`config.mk`:
```
export PLATFORM = sky130hd
export DESIGN_NAME = wave_phase_accum
export DESIGN_NICKNAME = d
export VERILOG_FILES = /design/src/rtl/wave_phase_accum.sv
export SDC_FILE = /design/constraint.sdc
export NUM_CORES = 1
export LEC_CHECK = 0
export CAP_MARGIN = 10
export CORE_MARGIN = 10
export CORE_UTILIZATION = 57
export CTS_BUF_LIST = sky130_fd_sc_hd__clkbuf_8
export DETAILED_ROUTE_END_ITERATION = 8
export DONT_BUFFER_PORTS = 1
export GPL_TIMING_DRIVEN = 0
export PLACE_DENSITY = 0.72
export SLEW_MARGIN = 20
export SYNTH_ARGS = -nofsm -noshare
export SYNTH_HDL_FRONTEND = slang
export SYNTH_SLANG_ARGS = --single-unit
```
`constraint.sdc`:
```
create_clock -name i_clk -period 5.3 [get_ports i_clk]
set_input_delay 0.53 -clock i_clk [delete_from_list [all_inputs] [get_ports i_clk]]
set_output_delay 0.53 -clock i_clk [all_outputs]
set_load 0.005 [all_outputs]
```
`src/rtl/wave_phase_accum.sv`:
```
// Phase accumulator feeding a two-stage waveform generator: quarter-wave sine LUT
// address/sign, sawtooth, triangle and square, fixed two-edge latency.
module wave_phase_accum #(
    parameter int SIZE_ACC   = 16,
    parameter int SIZE_PHASE = 12,
    parameter int SIZE_ADDR  = 10
) (
    input  logic                  i_clk,
    input  logic                  i_rst,
    input  logic                  i_en,
    input  logic                  i_tick,
    input  logic                  i_clear,
    input  logic [SIZE_ACC-1:0]   i_fcw,
    input  logic [SIZE_PHASE-1:0] i_phase_offset,
    output logic                  o_valid,
    output logic [SIZE_ADDR-1:0]  o_addr,
    output logic                  o_negate,
    output logic [SIZE_PHASE-1:0] o_saw,
    output logic [SIZE_PHASE-2:0] o_tri,
    output logic                  o_square
);

    generate
        if (SIZE_PHASE != SIZE_ADDR + 2 || SIZE_ACC < SIZE_PHASE) begin : g_bad_params
            $error("wave_phase_accum: need SIZE_PHASE == SIZE_ADDR+2 and SIZE_ACC >= SIZE_PHASE");
        end
    endgenerate

    logic [SIZE_ACC-1:0]   acc_q, acc_d;
    logic [SIZE_PHASE-1:0] p_q, p_d;
    logic                  v1_q, v1_d;
    logic                  valid_q, valid_d;
    logic [SIZE_ADDR-1:0]  addr_q, addr_d;
    logic                  neg_q, neg_d;
    logic [SIZE_PHASE-1:0] saw_q, saw_d;
    logic [SIZE_PHASE-2:0] tri_q, tri_d;
    logic                  sq_q, sq_d;
    logic                  launch;

    assign launch = i_en & i_tick & ~i_clear;

    // Stage 1 samples the pre-update accumulator so the first launch after clear/reset yields the offset.
    always_comb begin
        acc_d = acc_q;
        p_d   = p_q;
        v1_d  = launch;
        if (i_clear) begin
            acc_d = '0;
        end else if (launch) begin
            acc_d = acc_q + i_fcw;
        end
        if (launch) begin
            p_d = acc_q[SIZE_ACC-1 -: SIZE_PHASE] + i_phase_offset;
        end
    end

    // Quadrants 1 and 3 read the quarter-wave table backwards; the upper half is negated.
    always_comb begin
        valid_d = v1_q;
        addr_d  = addr_q;
        neg_d   = neg_q;
        saw_d   = saw_q;
        tri_d   = tri_q;
        sq_d    = sq_q;
        if (v1_q) begin
            addr_d = p_q[SIZE_PHASE-2] ? ~p_q[SIZE_ADDR-1:0] : p_q[SIZE_ADDR-1:0];
            neg_d  = p_q[SIZE_PHASE-1];
            saw_d  = p_q;
            tri_d  = p_q[SIZE_PHASE-1] ? ~p_q[SIZE_PHASE-2:0] : p_q[SIZE_PHASE-2:0];
            sq_d   = ~p_q[SIZE_PHASE-1];
        end
    end

    always_ff @(posedge i_clk) begin
        if (i_rst) begin
            acc_q   <= '0;
            p_q     <= '0;
            v1_q    <= 1'b0;
            valid_q <= 1'b0;
            addr_q  <= '0;
            neg_q   <= 1'b0;
            saw_q   <= '0;
            tri_q   <= '0;
            sq_q    <= 1'b0;
        end else begin
            acc_q   <= acc_d;
            p_q     <= p_d;
            v1_q    <= v1_d;
            valid_q <= valid_d;
            addr_q  <= addr_d;
            neg_q   <= neg_d;
            saw_q   <= saw_d;
            tri_q   <= tri_d;
            sq_q    <= sq_d;
        end
    end

    assign o_valid  = valid_q;
    assign o_addr   = addr_q;
    assign o_negate = neg_q;
    assign o_saw    = saw_q;
    assign o_tri    = tri_q;
    assign o_square = sq_q;

endmodule

```
Word-level counts from Yosys, hierarchy flattened
Index checks and enable logic that the tools add are counted.
- $add $sub $neg: 2
- multiply operators: 0
- divide/modulo/power cells: 0
- order comparisons: 0
- equality and inequality tests: 0
- shift operators: 0
- mux-type cells: 2
- bitwise logic cells: 6
- reductions and logical operators: 1
- operators with widths (kind ; count):
    adder 16 bit ; 1
    adder 12 bit ; 1
    2-to-1 mux 11 bit ; 1
    inverter 11 bit ; 1
    2-to-1 mux 10 bit ; 1
    inverter 10 bit ; 1
    AND 1 bit ; 2
    inverter 1 bit ; 2
    OR reduction 2 bit ; 1
- register bits after elaboration: 65
- latch bits: 0
- bits in writable memories: 0
- bits in read-only memories: 0
- input port bits: 33
- output and inout bits: 36
- logic and storage cells: 20
- memories kept: 0

Logic depth before layout (Yosys ltp)
Gate-level depths: netlist of run 1.
- depth after elaboration: 2
- depth in mapped cells: 9
- gate-level depth less buffers: 9

Worst setup path after synthesis of run 1
Ideal clock, no wire load.
- path kind: input port to flip-flop
- start: in i_fcw[0]
- end: reg acc_q[12]
- setup time: 0.133 ns
- data arrival time: 2.197 ns
- data required time: 5.167 ns
- path slack: 2.970 ns
- cell stages on the path: 9
- path buffers: 0
- path through: ha_1 -> fa_1 -> a211oi_1 -> nor2_1 -> o21ai_1 -> o31ai_1 -> a21oi_1 -> xor2_1 -> a21oi_1
- longest elaborated chain between the ends: 1
- ends and longest elaborated chain (what ; RTL line ; source):
    from (decl) ; 13 ; input logic [SIZE_ACC-1:0] i_fcw,
    adder 16 bit ; 50 ; acc_d = acc_q + i_fcw;
    to (signal assigned) ; 76 ; acc_q <= '0;
    to (signal assigned) ; 86 ; acc_q <= acc_d;
    to (decl) ; 29 ; logic [SIZE_ACC-1:0] acc_q, acc_d;
No other way between the ends.
A chain may end at the register's enable or synchronous reset.

Worst setup path after layout of run 1
- start: reg acc_q[0]
- end: reg acc_q[12]
- longest elaborated chain between the ends: 1
- ends and longest elaborated chain (what ; RTL line):
    adder 16 bit ; 50
No other way between the ends.

==> impl_metrics.xml, run 1 <==
<?xml version="1.0" encoding="UTF-8"?>
<metrics>
  <group name="run_status">
    <metric name="run_status" unit="">finished, final reports clean</metric>
  </group>
  <group name="floorplanning">
    <metric name="placement_rows" unit="">28</metric>
    <metric name="die_h" unit="microns">98.79</metric>
    <metric name="die-width" unit="microns">98.79</metric>
    <metric name="initial_core_util" unit="">0.5906</metric>
    <metric name="core_region_area" unit="sq mm">0.005991</metric>
    <metric name="die_area" unit="sq mm">0.009759</metric>
    <metric name="io_pins" unit="">69</metric>
  </group>
  <group name="timing">
    <metric name="timing_worst_slew_pin_value" unit="ns">0.8006</metric>
    <metric name="final_critical_path_setup_slack" unit="ns">2.832</metric>
    <metric name="finalSetupViolations" unit="">0</metric>
    <metric name="timing.hold.ws" unit="ns">0.4092</metric>
    <metric name="grt_setup_unrepaired" unit="">no</metric>
    <metric name="fin_crit" unit="ns">2.468</metric>
    <metric name="timing.fmax" unit="MHz">405.2</metric>
    <metric name="fin_tns_setup" unit="ns">0</metric>
    <metric name="maxSlewHeadroom" unit="">0.4643</metric>
    <metric name="timing.final.hold_violations" unit="">0</metric>
    <metric name="post-route-period-util" unit="">0.4657</metric>
    <metric name="timing.final.max_slew_violations" unit="">0</metric>
    <metric name="worst_clock_skew" unit="ns">0.003608</metric>
  </group>
  <group name="layout">
    <metric name="layout.cells.most_common_list" unit="">sky130_fd_sc_hd__dfxtp_1, sky130_fd_sc_hd__nor2_1, sky130_fd_sc_hd__nand2_1</metric>
    <metric name="diodes" unit="">0</metric>
    <metric name="area_growth_syn_to_layout" unit="%">7.956</metric>
    <metric name="layout.cells.most_common" unit="">sky130_fd_sc_hd__dfxtp_1</metric>
    <metric name="final_layout_size_suffix_gt1_frac" unit="">0.06368</metric>
    <metric name="num-nets-final" unit="">481</metric>
    <metric name="finalInstanceArea" unit="sq mm">0.003820</metric>
  </group>
  <group name="power">
    <metric name="comb_power_share" unit="">0.115</metric>
    <metric name="cell_internal_pwr" unit="W">0.0007677</metric>
    <metric name="power_switching" unit="W">0.0002660</metric>
    <metric name="power.share.clock" unit="">0.395</metric>
    <metric name="power.sequential.fraction" unit="">0.490</metric>
    <metric name="power.ir.vdd_worst" unit="uV">193.7</metric>
    <metric name="p_total" unit="W">0.001034</metric>
    <metric name="power.share.switching" unit="">0.2573</metric>
    <metric name="power_leakage" unit="nW">1.435</metric>
    <metric name="pwr_density_cell" unit="mW/mm^2">270.6</metric>
  </group>
  <group name="worst_setup_path">
    <metric name="worstPathRequired" unit="ns">5.50</metric>
    <metric name="timing.reg2reg.setup_slack" unit="ns">2.83</metric>
    <metric name="crit_arrival" unit="ns">2.67</metric>
    <metric name="timing.setup.critical_path_class" unit="">register to register</metric>
    <metric name="element_type_at_the_critical_path_end" unit="">register</metric>
    <metric name="worstReg2RegEnd" unit="">acc_q[12]</metric>
    <metric name="cp-start-kind" unit="">register</metric>
    <metric name="ff2ff_path_depth" unit="">9</metric>
    <metric name="path_max_fanout" unit="">3</metric>
    <metric name="regToRegStartpoint" unit="">acc_q[0]</metric>
  </group>
  <group name="placement">
    <metric name="placedInstanceArea" unit="sq mm">0.003632</metric>
    <metric name="dp_hpwl" unit="mm">6.421</metric>
    <metric name="finalWeightedCongestion" unit="">0.8727</metric>
    <metric name="io_buffers" unit="">0</metric>
    <metric name="dp_slack" unit="ns">2.658</metric>
  </group>
  <group name="grt">
    <metric name="antenna_found_initial" unit="">0</metric>
    <metric name="grt_util_all_layers" unit="">0.1676</metric>
    <metric name="grt_util_met3" unit="">0.07332</metric>
    <metric name="first_global_vias" unit="">2679</metric>
    <metric name="grt_max_degree" unit="">11</metric>
    <metric name="grt_remaining_overflow" unit="">0</metric>
    <metric name="first_pass_grt_wire_length" unit="mm">13.37</metric>
    <metric name="groute.layer.met2.usage" unit="">0.2791</metric>
    <metric name="grt_util_met1" unit="">0.1854</metric>
    <metric name="grt.busiest_layer" unit="">met2</metric>
  </group>
  <group name="clock_tree">
    <metric name="cts_inserted_buffers" unit="">9</metric>
    <metric name="post-cts-setup-buffer-count" unit="">0</metric>
    <metric name="cts-hold-fix-buffers" unit="">0</metric>
    <metric name="cts_tree" unit="">yes</metric>
    <metric name="clock_latency_on_the_worst_skew_pair" unit="ns">0.34</metric>
    <metric name="numClockSinks" unit="">64</metric>
    <metric name="clock_root_buffer" unit="">sky130_fd_sc_hd__clkbuf_8</metric>
    <metric name="cts.repair.resized" unit="">0</metric>
    <metric name="cts.reportedPaths.clkPinSlew" unit="ns">0.07</metric>
    <metric name="cts_htree_levels" unit="">3</metric>
    <metric name="clk_path_buf_depth" unit="">2</metric>
  </group>
  <group name="synthesis">
    <metric name="synth.avg_cell_area" unit="sq um">8.651</metric>
    <metric name="yosysSeqAreaShare" unit="">0.3621</metric>
    <metric name="netlist-cell-type-count" unit="">46</metric>
    <metric name="postSynthRegisterBits" unit="">64</metric>
    <metric name="ys_warn_count" unit="">0</metric>
    <metric name="synth_enable_flop_cells" unit="">0</metric>
    <metric name="syn-num-nets" unit="">470</metric>
    <metric name="synth_cells" unit="">409</metric>
    <metric name="async_flop_share" unit="">0</metric>
    <metric name="yosys_most_used_dff" unit="">sky130_fd_sc_hd__dfxtp_1</metric>
    <metric name="area_of_the_mapped_netlist" unit="sq mm">0.003538</metric>
  </group>
  <group name="route">
    <metric name="post-route-drc-count" unit="">0</metric>
    <metric name="routed_wire_length_per_instance" unit="microns">16.65</metric>
    <metric name="drt-total-wl" unit="mm">8.310</metric>
    <metric name="viasPerCell" unit="">5.665</metric>
    <metric name="route.vias.total" unit="">2827</metric>
    <metric name="total_iterations_of_the_first_detailed_routing_run" unit="">4</metric>
    <metric name="drtIter0Drc" unit="">55</metric>
    <metric name="antenna_left" unit="">0</metric>
  </group>
  <group name="flow_run">
    <metric name="maxCapViolCount" unit="">0</metric>
  </group>
  <group name="worst_hold_path">
    <metric name="holdCritPathClass" unit="">primary input to register</metric>
    <metric name="worst_hold_startpoint" unit="">i_rst</metric>
    <metric name="worstHoldEndpoint" unit="">acc_q[12]</metric>
    <metric name="hold_path_stages" unit="">3</metric>
  </group>
</metrics>
==> power by group through the flow <==
stage          sequential, W  clock, W  combinational, W
5_1_grt             0.000508  0.000439          0.000134
2_1_floorplan       0.000514         0         0.0000984
4_1_cts             0.000507  0.000416          0.000119
3_5_place_dp        0.000518         0          0.000119
6_report            0.000506  0.000408          0.000119
3_3_place_gp        0.000517         0          0.000116
==> through the flow <==
step	util	cells
floorplan	-	409
global placement	0.6063	484
detailed placement	0.6063	484
CTS	0.6376	499
global route	0.6376	499
finish	0.6376	499
==> flip-flops by register name (all words and copies together) (netlist names) <==
signal,cells
acc_q,16
p_q,12
o_saw,11
o_tri,11
o_addr,10
o_negate,1
o_square,1
o_valid,1
v1_q,1
==> cell type report <==
cell class	count	area, sq um
multi-input cells	318	2146
clock inverters	5	50.05
clock buffers	10	137.6
well taps	75	93.84
inverters	6	22.52
plain buffers	21	88.84
fillers	529	2171
flip-flops and latches	64	1281
==> worst max-delay path, cell delays in order (launching register included) <==
cell and delay (ns):
sky130_fd_sc_hd__dfxtp_1 0.32, sky130_fd_sc_hd__ha_1 0.23, sky130_fd_sc_hd__fa_1 0.45, sky130_fd_sc_hd__a211oi_1 0.30, sky130_fd_sc_hd__nor2_1 0.14, sky130_fd_sc_hd__o21ai_1 0.29
sky130_fd_sc_hd__o31ai_1 0.16, sky130_fd_sc_hd__a21oi_1 0.19, sky130_fd_sc_hd__xor2_1 0.17, sky130_fd_sc_hd__a21oi_1 0.08
==> worst max-delay path by stage <==
| stage | end | startpoint |
|---|---|---|
| final | acc_q[12] | acc_q[0] |
| after global routing | acc_q[12] | acc_q[0] |
| after CTS | acc_q[12] | acc_q[0] |
| after detailed placement | acc_q[12] | i_fcw[0] |
| after global placement | acc_q[12] | i_fcw[0] |
| after floorplan | acc_q[12] | i_fcw[0] |
==> synthesized netlist by cell type, drive strengths merged (4+ instances only) <==
library cell / n / area, sq um
nand2: 47 / 176.4
dfxtp: 64 / 1281
a21oi: 36 / 180.2
inv: 6 / 22.52
a211oi: 28 / 210.2
nand3: 5 / 25.02
xnor2: 37 / 324.1
xor2: 5 / 43.79
o21ai: 15 / 75.07
buf: 8 / 40.03
ha: 26 / 325.3
nand2b: 4 / 25.02
a21o: 5 / 38.79
clkbuf: 13 / 48.80
nor2: 56 / 210.2
mux2i: 13 / 130.1
==> cell families (layout without fill, tap and decap cells) <==
logic type,Yosys count,count (layout),share of synthesized area
mux,14,14,0.03996
buf+inv,27,42,0.03147
compound gates,105,105,0.2023
flops,64,64,0.3621
simple gates,129,129,0.1570
fa+ha+maj,28,28,0.1033
xor+xnor,42,42,0.1040
==> per-layer routing <==
| layer | up-vias | routed length (microns) | share of wire |
|---|---|---|---|
| li1 | 1448 | - | - |
| met1 | 1304 | 3560 | 0.43 |
| met2 | 65 | 3917 | 0.47 |
| met3 | 10 | 715 | 0.086 |
| met4 | 0 | 117 | 0.014 |
| met5 | - | 0 | 0 |
Note: power is estimated with default switching activity, not from simulation.
==> run 2, diff against run 1 <==
==> constraint.sdc (replaced) <==
create_clock -name i_clk -period 2.3 [get_ports i_clk]
set_input_delay 0.23 -clock i_clk [delete_from_list [all_inputs] [get_ports i_clk]]
set_output_delay 0.23 -clock i_clk [all_outputs]
set_load 0.005 [all_outputs]
==> run 2 against run 1 <==
Worst setup slack worse by 2.7 ns. Global-route usage up 0.086 points. Core utilization up 1.2 points. Combinational power up 140%. Critical path depth unchanged. Cell count up 0.80%. Register-to-register slack worse by 2.7 ns. Non-clock buffer count up 4. Die area unchanged. Sequential share of layout area down 0.57 points. Power up 130%. Critical endpoint unchanged.
==> impl_metrics.xml, run 2 (synthesis results as in run 1) <==
<?xml version="1.0" encoding="UTF-8"?>
<metrics>
  <group name="route">
    <metric name="drt-total-wl" unit="mm">8.424</metric>
    <metric name="viasPerCell" unit="">5.696</metric>
    <metric name="total_iterations_of_the_first_detailed_routing_run" unit="">4</metric>
    <metric name="post-route-drc-count" unit="">0</metric>
    <metric name="antenna_left" unit="">0</metric>
    <metric name="drtIter0Drc" unit="">92</metric>
    <metric name="routed_wire_length_per_instance" unit="microns">16.75</metric>
    <metric name="route.vias.total" unit="">2865</metric>
  </group>
  <group name="worst_setup_path">
    <metric name="crit_arrival" unit="ns">2.40</metric>
    <metric name="worstPathRequired" unit="ns">2.50</metric>
    <metric name="timing.setup.critical_path_class" unit="">register to register</metric>
    <metric name="cp-start-kind" unit="">register</metric>
    <metric name="path_max_fanout" unit="">3</metric>
    <metric name="worstSetupStartpoint" unit="">acc_q[0]</metric>
    <metric name="element_type_at_the_critical_path_end" unit="">register</metric>
    <metric name="regToRegStartpoint" unit="">acc_q[0]</metric>
  </group>
  <group name="layout">
    <metric name="top_regs" unit="">acc_q: 16 flops, p_q: 12 flops</metric>
    <metric name="largest-register" unit="">acc_q</metric>
    <metric name="fin_util" unit="">0.6493</metric>
    <metric name="num-fill-cells" unit="">519</metric>
    <metric name="layout.cells.most_common" unit="">sky130_fd_sc_hd__dfxtp_1</metric>
    <metric name="num-nets-final" unit="">485</metric>
    <metric name="largest_register_ffs" unit="">16</metric>
    <metric name="area_growth_syn_to_layout" unit="%">9.936</metric>
    <metric name="finalInstanceArea" unit="sq mm">0.003890</metric>
    <metric name="final_layout_size_suffix_gt1_frac" unit="">0.09813</metric>
    <metric name="layout.cells.most_common_list" unit="">sky130_fd_sc_hd__dfxtp_1, sky130_fd_sc_hd__nor2_1, sky130_fd_sc_hd__nand2_1</metric>
    <metric name="diodes" unit="">0</metric>
  </group>
  <group name="clock_tree">
    <metric name="cts_htree_levels" unit="">3</metric>
    <metric name="cts.reportedPaths.clkPinSlew" unit="ns">0.07</metric>
    <metric name="cts_inserted_buffers" unit="">9</metric>
    <metric name="numClockSinks" unit="">64</metric>
    <metric name="cts_tree" unit="">yes</metric>
    <metric name="clk_path_buf_depth" unit="">2</metric>
    <metric name="clock_root_buffer" unit="">sky130_fd_sc_hd__clkbuf_8</metric>
    <metric name="clock_latency_on_the_worst_skew_pair" unit="ns">0.34</metric>
  </group>
  <group name="floorplanning">
    <metric name="placement_rows" unit="">28</metric>
    <metric name="initial_core_util" unit="">0.5906</metric>
    <metric name="die_h" unit="microns">98.79</metric>
    <metric name="io_pins" unit="">69</metric>
    <metric name="core_region_area" unit="sq mm">0.005991</metric>
    <metric name="die_area" unit="sq mm">0.009759</metric>
    <metric name="die-width" unit="microns">98.79</metric>
  </group>
  <group name="placement">
    <metric name="dp_slack" unit="ns">-0.1032</metric>
    <metric name="finalWeightedCongestion" unit="">0.8727</metric>
    <metric name="placedInstanceArea" unit="sq mm">0.003632</metric>
    <metric name="dp_hpwl" unit="mm">6.421</metric>
    <metric name="io_buffers" unit="">0</metric>
  </group>
  <group name="timing">
    <metric name="final_critical_path_setup_slack" unit="ns">0.1054</metric>
    <metric name="timing.final.max_slew_violations" unit="">0</metric>
    <metric name="timing.fmax" unit="MHz">455.7</metric>
    <metric name="maxSlewHeadroom" unit="">0.4661</metric>
    <metric name="post-route-period-util" unit="">0.9542</metric>
    <metric name="timing_worst_slew_pin_value" unit="ns">0.7979</metric>
    <metric name="timing.hold.ws" unit="ns">0.1061</metric>
    <metric name="worst_clock_skew" unit="ns">0.005029</metric>
    <metric name="fin_crit" unit="ns">2.195</metric>
    <metric name="finalSetupViolations" unit="">0</metric>
    <metric name="timing.final.hold_violations" unit="">0</metric>
    <metric name="grt_setup_unrepaired" unit="">yes</metric>
  </group>
  <group name="grt">
    <metric name="first_global_vias" unit="">2696</metric>
    <metric name="grt_max_degree" unit="">11</metric>
    <metric name="grt_remaining_overflow" unit="">0</metric>
    <metric name="first_pass_grt_wire_length" unit="mm">13.43</metric>
    <metric name="grt_util_all_layers" unit="">0.1685</metric>
    <metric name="antenna_found_initial" unit="">0</metric>
  </group>
  <group name="power">
    <metric name="power_leakage" unit="nW">1.452</metric>
    <metric name="pwr_density_cell" unit="mW/mm^2">615.2</metric>
    <metric name="power.ir.vdd_worst" unit="uV">445.2</metric>
  </group>
  <group name="flow_run">
    <metric name="maxCapViolCount" unit="">0</metric>
  </group>
  <group name="worst_hold_path">
    <metric name="holdCritPathClass" unit="">primary input to register</metric>
    <metric name="worst_hold_startpoint" unit="">i_rst</metric>
  </group>
  <group name="run_status">
    <metric name="run_status" unit="">finished, final reports clean</metric>
  </group>
</metrics>
[run 2: cell count changes in the layout (fill, tap and decap cells not counted), moves of 2 or more]
| cell | change |
|---|---|
| sky130_fd_sc_hd__buf_4 | +4 |
| sky130_fd_sc_hd__a21oi_1 | -3 |
| sky130_fd_sc_hd__a21oi_2 | +3 |
| sky130_fd_sc_hd__fa_1 | -2 |
| sky130_fd_sc_hd__fa_2 | +2 |
[run 2: metal layers]
layer	up-vias	track usage	wire [microns]
met2	72	0.2821	3964
met4	0	0.06064	122
li1	1462	-	-
met1	1321	0.1850	3587
met3	10	0.07332	750
met5	-	0	0
[run 2: path summary, 6_finish.rpt]
check / end / slack (ns) / depth (start not counted)
min reg2reg: acc_q[0] / 0.46 / 2
max: acc_q[12] / 0.11 / 9
min: acc_q[12] / 0.11 / 3
max reg2reg: acc_q[12] / 0.11 / 9
[run 2: through the flow]
stage	setup TNS, ns	std cells	power [W]
after floorplan	0	409	0.001410
after global placement	-0.02961	484	0.001459
after detailed placement	-0.2292	484	0.001466
after CTS	0	499	0.002402
after global routing	-0.05985	503	0.002500
final	0	503	0.002393
[run 2: critical path, cell delays in order, from the launching register on]
cell	delay (ns)
sky130_fd_sc_hd__dfxtp_1	0.32
sky130_fd_sc_hd__ha_1	0.23
sky130_fd_sc_hd__fa_2	0.39
sky130_fd_sc_hd__a211oi_2	0.23
sky130_fd_sc_hd__nor2_1	0.13
sky130_fd_sc_hd__o21ai_2	0.21
sky130_fd_sc_hd__o31ai_2	0.11
sky130_fd_sc_hd__a21oi_1	0.18
sky130_fd_sc_hd__xor2_1	0.17
sky130_fd_sc_hd__a21oi_1	0.08
[run 2: area by class of cell]
cell class | count | area [sq um] | share of cell area
Multi-Input combinational cell | 318 | 2185 | 0.5616
Sequential cell | 64 | 1282 | 0.3297
Clock buffer | 10 | 137.6 | 0.03538
Tap cell | 75 | 93.84 | 0.02412
Buffer | 21 | 88.84 | 0.02284
Clock inverter | 5 | 50.05 | 0.01287
Timing Repair Buffer | 4 | 30.03 | 0.007720
Inverter | 6 | 22.52 | 0.005790
[run 2: power by group]
group,internal (W),switching (W)
Sequential,0.00114,0.0000287
Clock,0.000514,0.000429
Combinational,0.000121,0.000163
Total,0.00177,0.000620
[run 2: what timing repair did]
| item | 4_1_cts | 5_1_grt |
|---|---|---|
| gates resized for setup | 3 | 9 |
| cloned | 0 | 0 |
| pin swaps | 1 | 3 |
| endpoints found under the setup margin | 4 | 5 |
| hold buffers | 0 | 0 |
| buffers inserted | 0 | 4 |
==> run 3, diff against run 2 <==
--- a/config.mk
+++ b/config.mk
@@ -12,7 +12,7 @@
 export DETAILED_ROUTE_END_ITERATION = 8
 export DONT_BUFFER_PORTS = 1
 export GPL_TIMING_DRIVEN = 0
-export PLACE_DENSITY = 0.72
+export PLACE_DENSITY = 0.71
 export SLEW_MARGIN = 20
 export SYNTH_ARGS = -nofsm -noshare
 export SYNTH_HDL_FRONTEND = slang
==> run 3 against run 2 <==
Design area decreased by 0.16%. Critical path depth decreased by 2. Core utilization decreased by 0.10 points. Largest cell class unchanged.
==> impl_metrics.xml, run 3 (synthesis results as in run 1) <==
<?xml version="1.0" encoding="UTF-8"?>
<metrics>
  <group name="power">
    <metric name="power.share.switching" unit="">0.2706</metric>
    <metric name="power_switching" unit="W">0.0006484</metric>
    <metric name="pwr_density_cell" unit="mW/mm^2">617.1</metric>
    <metric name="power_leakage" unit="nW">1.449</metric>
    <metric name="power.sequential.fraction" unit="">0.487</metric>
    <metric name="power.ir.vdd_worst" unit="uV">391.0</metric>
    <metric name="cell_internal_pwr" unit="W">0.001748</metric>
    <metric name="power.share.clock" unit="">0.396</metric>
    <metric name="comb_power_share" unit="">0.117</metric>
  </group>
  <group name="worst_setup_path">
    <metric name="timing.reg2reg.setup_slack" unit="ns">0.12</metric>
    <metric name="cpPeakStageDelay" unit="ns">0.39</metric>
    <metric name="path_cells" unit="">ha_1, a2111oi_4, a22oi_2, a31oi_4, nor4_4, a2111oi_2, o21a_1</metric>
    <metric name="timing.setup.critical_path_class" unit="">register to register</metric>
    <metric name="critPathSlowestCell" unit="">sky130_fd_sc_hd__a2111oi_4</metric>
    <metric name="path_max_fanout" unit="">4</metric>
    <metric name="worstReg2RegEnd" unit="">acc_q[15]</metric>
    <metric name="ff2ff_path_depth" unit="">7</metric>
    <metric name="crit_arrival" unit="ns">2.47</metric>
    <metric name="timing.critical_path.to" unit="">acc_q[15]</metric>
    <metric name="element_type_at_the_critical_path_end" unit="">register</metric>
    <metric name="cp-start-kind" unit="">register</metric>
    <metric name="worstPathRequired" unit="ns">2.60</metric>
    <metric name="worstSetupStartpoint" unit="">acc_q[6]</metric>
    <metric name="regToRegStartpoint" unit="">acc_q[6]</metric>
  </group>
  <group name="layout">
    <metric name="area_growth_syn_to_layout" unit="%">9.759</metric>
    <metric name="diodes" unit="">0</metric>
    <metric name="num-nets-final" unit="">485</metric>
    <metric name="layout.cells.most_common" unit="">sky130_fd_sc_hd__dfxtp_1</metric>
    <metric name="fin_util" unit="">0.6483</metric>
    <metric name="top_regs" unit="">acc_q: 16 flops, p_q: 12 flops</metric>
    <metric name="layout.cells.most_common_list" unit="">sky130_fd_sc_hd__dfxtp_1, sky130_fd_sc_hd__nor2_1, sky130_fd_sc_hd__nand2_1</metric>
    <metric name="largest-register" unit="">acc_q</metric>
    <metric name="final_layout_size_suffix_gt1_frac" unit="">0.09790</metric>
    <metric name="largest_register_ffs" unit="">16</metric>
  </group>
  <group name="route">
    <metric name="viasPerCell" unit="">5.599</metric>
    <metric name="routed_wire_length_per_instance" unit="microns">16.48</metric>
    <metric name="antenna_left" unit="">0</metric>
    <metric name="route.vias.total" unit="">2822</metric>
    <metric name="post-route-drc-count" unit="">0</metric>
    <metric name="drt-total-wl" unit="mm">8.304</metric>
    <metric name="total_iterations_of_the_first_detailed_routing_run" unit="">5</metric>
    <metric name="drtIter0Drc" unit="">93</metric>
  </group>
  <group name="clock_tree">
    <metric name="clk_path_buf_depth" unit="">2</metric>
    <metric name="numClockSinks" unit="">64</metric>
    <metric name="clock_latency_on_the_worst_skew_pair" unit="ns">0.35</metric>
    <metric name="cts_htree_levels" unit="">3</metric>
    <metric name="cts-hold-fix-buffers" unit="">0</metric>
    <metric name="cts_tree" unit="">yes</metric>
    <metric name="cts_inserted_buffers" unit="">9</metric>
    <metric name="clock_root_buffer" unit="">sky130_fd_sc_hd__clkbuf_8</metric>
    <metric name="cts.reportedPaths.clkPinSlew" unit="ns">0.07</metric>
  </group>
  <group name="timing">
    <metric name="final_critical_path_setup_slack" unit="ns">0.1234</metric>
    <metric name="timing.final.hold_violations" unit="">0</metric>
    <metric name="grt_setup_unrepaired" unit="">no</metric>
    <metric name="post-route-period-util" unit="">0.9463</metric>
    <metric name="finalSetupViolations" unit="">0</metric>
    <metric name="timing.fmax" unit="MHz">459.4</metric>
    <metric name="timing.final.max_slew_violations" unit="">0</metric>
    <metric name="timing_worst_slew_pin_value" unit="ns">0.8012</metric>
    <metric name="worst_clock_skew" unit="ns">0.009302</metric>
    <metric name="maxSlewHeadroom" unit="">0.4639</metric>
    <metric name="timing.hold.ws" unit="ns">0.08993</metric>
    <metric name="fin_crit" unit="ns">2.177</metric>
  </group>
  <group name="grt">
    <metric name="grt_max_degree" unit="">12</metric>
    <metric name="grt_util_all_layers" unit="">0.1693</metric>
    <metric name="first_pass_grt_wire_length" unit="mm">13.58</metric>
    <metric name="grt_remaining_overflow" unit="">0</metric>
    <metric name="antenna_found_initial" unit="">0</metric>
    <metric name="first_global_vias" unit="">2788</metric>
  </group>
  <group name="floorplanning">
    <metric name="core_region_area" unit="sq mm">0.005991</metric>
    <metric name="initial_core_util" unit="">0.5906</metric>
    <metric name="placement_rows" unit="">28</metric>
    <metric name="die_area" unit="sq mm">0.009759</metric>
    <metric name="io_pins" unit="">69</metric>
    <metric name="die_h" unit="microns">98.79</metric>
    <metric name="die-width" unit="microns">98.79</metric>
  </group>
  <group name="placement">
    <metric name="dp_hpwl" unit="mm">6.398</metric>
    <metric name="finalWeightedCongestion" unit="">0.8632</metric>
    <metric name="dp_slack" unit="ns">-0.07766</metric>
    <metric name="io_buffers" unit="">0</metric>
  </group>
  <group name="run_status">
    <metric name="run_status" unit="">finished, final reports clean</metric>
  </group>
  <group name="flow_run">
    <metric name="maxCapViolCount" unit="">0</metric>
  </group>
  <group name="worst_hold_path">
    <metric name="holdCritPathClass" unit="">primary input to register</metric>
  </group>
</metrics>
==> run 3: per-stage QoR <==
stage	TNS (ns)	power, W	instance area [sq um]	std cells
finish	0	0.002396	3884	504
detailed placement	-0.1506	0.001465	3632	484
global placement	-0.02918	0.001458	3632	484
global route	0	0.002504	3884	504
CTS	0	0.002398	3832	500
floorplan	0	0.001410	3538	409
==> run 3: worst min path at each step <==
stage | startpoint | endpoint | slack, ns | cells past startpoint
final | i_rst | acc_q[13] | 0.09 | 3
after global routing | i_rst | acc_q[13] | 0.12 | 3
after CTS | i_rst | acc_q[13] | 0.08 | 3
after detailed placement | acc_q[3] | acc_q[3] | 0.45 | 2
after global placement | acc_q[0] | acc_q[0] | 0.45 | 2
after floorplan | i_rst | acc_q[12] | 0.42 | 3
==> run 3: repair_timing <==
| item | CTS | global route |
|---|---|---|
| gates resized for setup | 3 | 7 |
| buffers inserted | 0 | 4 |
| pin swaps | 1 | 6 |
| setup endpoints to repair | 3 | 4 |
==> run 3: area by class of cell <==
type	instances	area (sq um)
sequential	64	1281
fill	534	2107
inverter	6	22.52
multi-input combinational	318	2180
clock buffer	9	123.9
timing repair buffer	4	30.03
clock inverter	7	63.81
buffer	21	88.84
tap	75	93.84
==> run 3: metal layers <==
layer	GRT usage	share of wire
met1	0.1869	0.42
met2	0.2771	0.47
met3	0.08310	0.098
met4	0.05733	0.013
met5	0	0
==> run 3: power groups by stage <==
stage | registers (W) | clock network [W] | logic [W]
floorplan | 0.00118 | 0 | 0.000227
global placement | 0.00119 | 0 | 0.000267
detailed placement | 0.00119 | 0 | 0.000272
CTS | 0.00117 | 0.000955 | 0.000275
global route | 0.00117 | 0.00102 | 0.000316
finish | 0.00117 | 0.000949 | 0.000281
==> run 3: critical path: cells and delay by family, from the launching register on <==
kind                       cells  cell delay, ns
AOI/OAI and AO/OA              5            1.31
adders and majority gates      1            0.38
DFF                            1            0.34
and+or+nand+nor                1            0.08
